### src/rtl/bus_arbiter.sv
// Shares the single external memory bus between the instruction fetch port and the data port.
// It runs one bus transaction at a time and holds each result until the consuming stage advances.
module bus_arbiter (
  input  logic        clk,
  input  logic        rst,
  input  logic [5:0]  stall_i,
  input  logic        flush_i,
  input  logic        inst_req_i,
  input  logic [31:0] inst_addr_i,
  output logic [31:0] inst_data_o,
  output logic        inst_stallreq_o,
  input  logic        data_req_i,
  input  logic        data_we_i,
  input  logic [3:0]  data_sel_i,
  input  logic [31:0] data_addr_i,
  input  logic [31:0] data_wdata_i,
  output logic [31:0] data_rdata_o,
  output logic        data_stallreq_o,
  output logic        bus_req_o,
  output logic        bus_we_o,
  output logic [3:0]  bus_sel_o,
  output logic [31:0] bus_addr_o,
  output logic [31:0] bus_wdata_o,
  input  logic        bus_ack_i,
  input  logic [31:0] bus_rdata_i
);

  typedef enum logic [1:0] {IDLE, INST_BUSY, DATA_BUSY} state_t;

  state_t      state, state_next;
  logic        inst_done, data_done, drop;
  logic [31:0] inst_buf, data_buf;
  logic        launch_data, launch_inst, ack_done, keep_result;
  logic        unused_stall;

  assign unused_stall = ^{stall_i[5], stall_i[3:2], stall_i[0]};

  assign inst_stallreq_o = inst_req_i & ~inst_done;
  assign data_stallreq_o = data_req_i & ~data_done;
  assign inst_data_o     = inst_buf;
  assign data_rdata_o    = data_buf;

  // A completion flushed before or with its ack still finishes on the bus but delivers nothing.
  assign keep_result = ack_done & ~drop & ~flush_i;

  // NOTE: every signal driven here gets a default first, so no path through the case can infer a latch.
  always_comb begin
    state_next  = state;
    launch_data = 1'b0;
    launch_inst = 1'b0;
    ack_done    = 1'b0;
    case (state)
      IDLE: begin
        if (!flush_i) begin
          if (data_req_i && !data_done) begin
            launch_data = 1'b1;
            state_next  = DATA_BUSY;
          end else if (inst_req_i && !inst_done) begin
            launch_inst = 1'b1;
            state_next  = INST_BUSY;
          end
        end
      end
      INST_BUSY, DATA_BUSY: begin
        if (bus_ack_i) begin
          ack_done   = 1'b1;
          state_next = IDLE;
        end
      end
      default: state_next = IDLE;
    endcase
  end

  // NOTE: sequential state uses non-blocking assignments so every register samples pre-edge values.
  always_ff @(posedge clk) begin
    if (rst) state <= IDLE;
    else     state <= state_next;
  end

  always_ff @(posedge clk) begin
    if (rst) begin
      bus_req_o   <= 1'b0;
      bus_we_o    <= 1'b0;
      bus_sel_o   <= 4'b0000;
      bus_addr_o  <= 32'h0;
      bus_wdata_o <= 32'h0;
      inst_done   <= 1'b0;
      data_done   <= 1'b0;
      drop        <= 1'b0;
      inst_buf    <= 32'h0;
      data_buf    <= 32'h0;
    end else begin
      if (launch_data) begin
        bus_req_o   <= 1'b1;
        bus_we_o    <= data_we_i;
        bus_sel_o   <= data_sel_i;
        bus_addr_o  <= data_addr_i;
        bus_wdata_o <= data_wdata_i;
      end else if (launch_inst) begin
        bus_req_o   <= 1'b1;
        bus_we_o    <= 1'b0;
        bus_sel_o   <= 4'b1111;
        bus_addr_o  <= inst_addr_i;
        bus_wdata_o <= 32'h0;
      end else if (ack_done) begin
        bus_req_o   <= 1'b0;
      end

      if (ack_done)                      drop <= 1'b0;
      else if (state != IDLE && flush_i) drop <= 1'b1;

      if (keep_result && state == INST_BUSY) inst_buf <= bus_rdata_i;
      if (keep_result && state == DATA_BUSY) data_buf <= bus_rdata_i;

      // Done flags survive a stall of their own stage so an access is never repeated.
      if (flush_i || (inst_done && !stall_i[1]))  inst_done <= 1'b0;
      else if (keep_result && state == INST_BUSY) inst_done <= 1'b1;

      if (flush_i || (data_done && !stall_i[4]))  data_done <= 1'b0;
      else if (keep_result && state == DATA_BUSY) data_done <= 1'b1;
    end
  end

endmodule

### config.mk
export PLATFORM = sky130hd
export DESIGN_NAME = bus_arbiter
export DESIGN_NICKNAME = d
export VERILOG_FILES = /design/src/rtl/bus_arbiter.sv
export SDC_FILE = /design/constraint.sdc
export NUM_CORES = 1
export LEC_CHECK = 0
export ABC_AREA = 0
export CORE_MARGIN = 3
export CORE_UTILIZATION = 41
export CTS_CLUSTER_DIAMETER = 80
export DETAILED_ROUTE_END_ITERATION = 8
export PLACE_DENSITY = 0.85
export SLEW_MARGIN = 20
export SYNTH_ARGS = -nofsm -noshare
export SYNTH_HDL_FRONTEND = slang
export SYNTH_SLANG_ARGS = --single-unit
### constraint.sdc
create_clock -name clk -period 1.9 [get_ports clk]
set_input_delay 0.38 -clock clk [delete_from_list [all_inputs] [get_ports clk]]
set_output_delay 0.38 -clock clk [all_outputs]
set_load 0.005 [all_outputs]
==> impl_metrics.py <==
metrics = {
    "worst_setup_path": {
        "worst_setup_path_end_kind": "register",
        "slowest_stage": "dfxtp_1",
        "start_kind": "register",
        "critical_path.cell_chain": "inv_1 -> ha_1 -> nor4bb_4 -> and2_4 -> buf_4 -> mux2i_1",
        "crit_arrival_ns": 2.11,
        "worstRegToRegCells": 6,
        "crit_fanout": 8,
        "path_class": "reg2reg",
        "slowest_delay_ns": 0.36,
        "path_depth": 6,
        "worstPathRequired_ns": 2.23,
        "critPathTopFamily": "simple AND/OR/NAND/NOR gates",
        "crit_buf_inv": 2,
    },
    "floorplan": {
        "start_util_pct": 42.44,
        "die_height_um": 126.6,
        "rows": 43,
        "core-area_um2": 14040,
        "ioPinCount": 281,
        "die_x_um": 126.6,
        "die_area_um2": 16020,
    },
    "timing": {
        "final_max_slew_viol_count": 0,
        "fmax_ghz": 0.5609,
        "fin_skew_ns": 0.008086,
        "rsz0062_at_grt": "no",
        "setup_viol": 0,
        "fin_ws_ns": 0.1172,
        "finalCritPeriodShare_pct": 93.83,
        "finalHoldViolCount": 0,
        "relSlewSlack_pct": 71.13,
        "tightest_slew_ns": 0.4330,
        "layout_min_cycle_time_ns": 1.783,
    },
    "yosys": {
        "syn_area_um2": 5959,
        "synth.most_common_cell": "dfxtp_1",
        "ys.flop_type": "dfxtp_1",
        "synth.top_cell.area_share_pct": 46.69,
        "synth_edf_count": 0,
        "ys_types": 37,
        "yosys.area.top_type": "dfxtp_1",
        "synth_common_cells": "dfxtp_1 (139), nand2_1 (132), mux2i_1 (96)",
        "async_reset_ff_share_pct": 0,
        "syn_nets": 759,
        "synthTopCellsByArea": "dfxtp_1 (47%), mux2i_1 (16%), nand2_1 (8.3%)",
        "synth.avg_cell_area_um2": 9.754,
        "ys_warn_count": 0,
        "ys_seq_elements": 139,
        "postSynthCellCount": 611,
        "ys_seq_area_share_pct": 46.69,
    },
    "global_route": {
        "grt_max_degree": 102,
        "grt_pass1_wl_mm": 29.12,
        "gr-total-overflow": 0,
        "first_global_vias": 5503,
        "grt_usage_pct": 22.66,
        "antenna_found_initial": 1,
    },
    "placed_design": {
        "gp_congestion": 0.7951,
        "portBuffers": 276,
        "place_ws_ns": -0.1395,
        "post-dp-hpwl_mm": 12.82,
    },
    "cts": {
        "cts_sinks": 139,
        "cts_hold_buf": 0,
        "cts_buffers": 17,
        "cts_tree": "yes",
        "clock_path_buffers": 2,
        "cts_setup_buffers": 0,
        "insertion_delay_ns": 0.41,
        "root_buffer": "clkbuf_16",
        "htreeDepth": 4,
        "clkTransAtPathRegs_ns": 0.06,
    },
    "cells_and_area": {
        "drive_above_1_share_pct": 9.989,
        "regArea_um2": 2783,
        "nFillCells": 1046,
        "area_growth_pct": 61.52,
        "multi_input_area_um2": 2843,
        "nNetsFinal": 1026,
        "post-route-util_pct": 68.55,
    },
    "route": {
        "num_vias": 5566,
        "wl_mm": 18.48,
        "vias_per_cell": 5.192,
        "wl_per_cell_um": 17.24,
        "drc": 0,
        "drt_iter0_drc": 213,
        "firstDrtPassIters": 4,
        "ant_nets": 0,
    },
    "power": {
        "leakage_uw": 0.003784,
        "powerDensity_nw_per_um2": 823.7,
        "ir_drop_uv": 612.0,
    },
    "run_status": {
        "outcome": "complete, no violations",
    },
    "job": {
        "cap_violations": 0,
    },
    "min_path": {
        "hold_depth": 2,
        "hold_class": "reg2reg",
    },
}
==> sequential cells by signal (all words and copies together) (netlist names) <==
signal / count
bus_addr_o: 32
bus_wdata_o: 32
data_rdata_o: 32
inst_data_o: 32
bus_sel_o: 4
state: 2
bus_req_o: 1
bus_we_o: 1
data_done: 1
drop: 1
inst_done: 1
==> worst min-delay path: cells and delay by family, from the launching register on <==
family	cells	cell delay, ns
flops	1	0.30
mux	1	0.05
simple gates	1	0.05
==> area by class of cell <==
cell class	instances	share of cell area (%)
diodes	1	0.02600
clock buffers	22	4.927
clock inverters	10	1.924
inverters	6	0.2600
multi-input cells	411	29.53
flip-flops and latches	139	28.91
well taps	180	2.340
repair buffers	303	32.08
==> cell usage in the layout, fill, tap and decap left out, types with 2 or more instances in the layout <==
cell type        instances
nand2b_1                 2
buf_4                   17
clkbuf_8                 3
o221a_2                  4
bufinv_16                5
o41ai_1                  2
dfxtp_1                139
inv_1                    4
clkdlybuf4s50_1        274
nor2b_1                 33
inv_6                    2
and4_1                  18
buf_12                  10
a32o_1                  15
clkbuf_16               17
dlygate4sd2_1            2
a211oi_1                 2
clkinv_2                 2
nand2_1                132
ha_1                     3
nand3_1                 34
a31o_2                  18
mux2i_1                 96
a21oi_1                  4
o211ai_1                34
clkbuf_1                 2
==> final timing paths <==
check,startpoint,to,slack [ns]
hold / removal,data_rdata_o[25],data_rdata_o[25],0.46
setup reg to reg,state[1],inst_data_o[29],0.12
hold reg to reg,data_rdata_o[25],data_rdata_o[25],0.46
setup / recovery,state[1],inst_data_o[29],0.12
==> cells by family after synthesis <==
| family | Yosys count | share of synthesized area, % |
|---|---|---|
| mux | 96 | 16.12 |
| buf+inv | 61 | 5.774 |
| simple gates | 229 | 18.98 |
| fa+ha+maj | 3 | 0.6299 |
| compound gates | 83 | 11.80 |
| flops | 139 | 46.69 |
==> report_power, final <==
group          internal, uW  switching [uW]  total, uW  leakage, uW
clock                  2440            1270       3710     0.000321
combinational           675             450       1130      0.00233
sequential             3040            61.2       3100      0.00113
total                  6150            1780       7930      0.00378
==> through the flow <==
step	hold slack (ns)	area, um2	setup TNS (ns)	cells	power, uW
6_report	0.4565	9625	0	1072	7929
5_1_grt	0.4796	9625	0	1072	8223
4_1_cts	0.4599	9623	0	1071	7999
3_5_place_dp	0.4486	8965	-2.874	1039	4279
3_3_place_gp	0.4412	8965	-1.540	1039	4267
2_1_floorplan	0.4323	5959	0	611	3588
==> repair_timing <==
item,CTS,global route
cloned,0,0
setup endpoints to repair,3,10
pin swaps,0,1
gates resized for setup,3,0
==> per-layer routing <==
metal  part of all wire (%)  global-route usage, %  vias to the layer above
met5                      0                      0                        -
met4                    1.9                  6.814                        0
met3                    9.2                  8.547                       26
met2                     50                  39.51                      247
met1                     39                  25.79                     2587
li1                       -                      -                     2706
No activity file was read; power rests on OpenSTA's default activity.
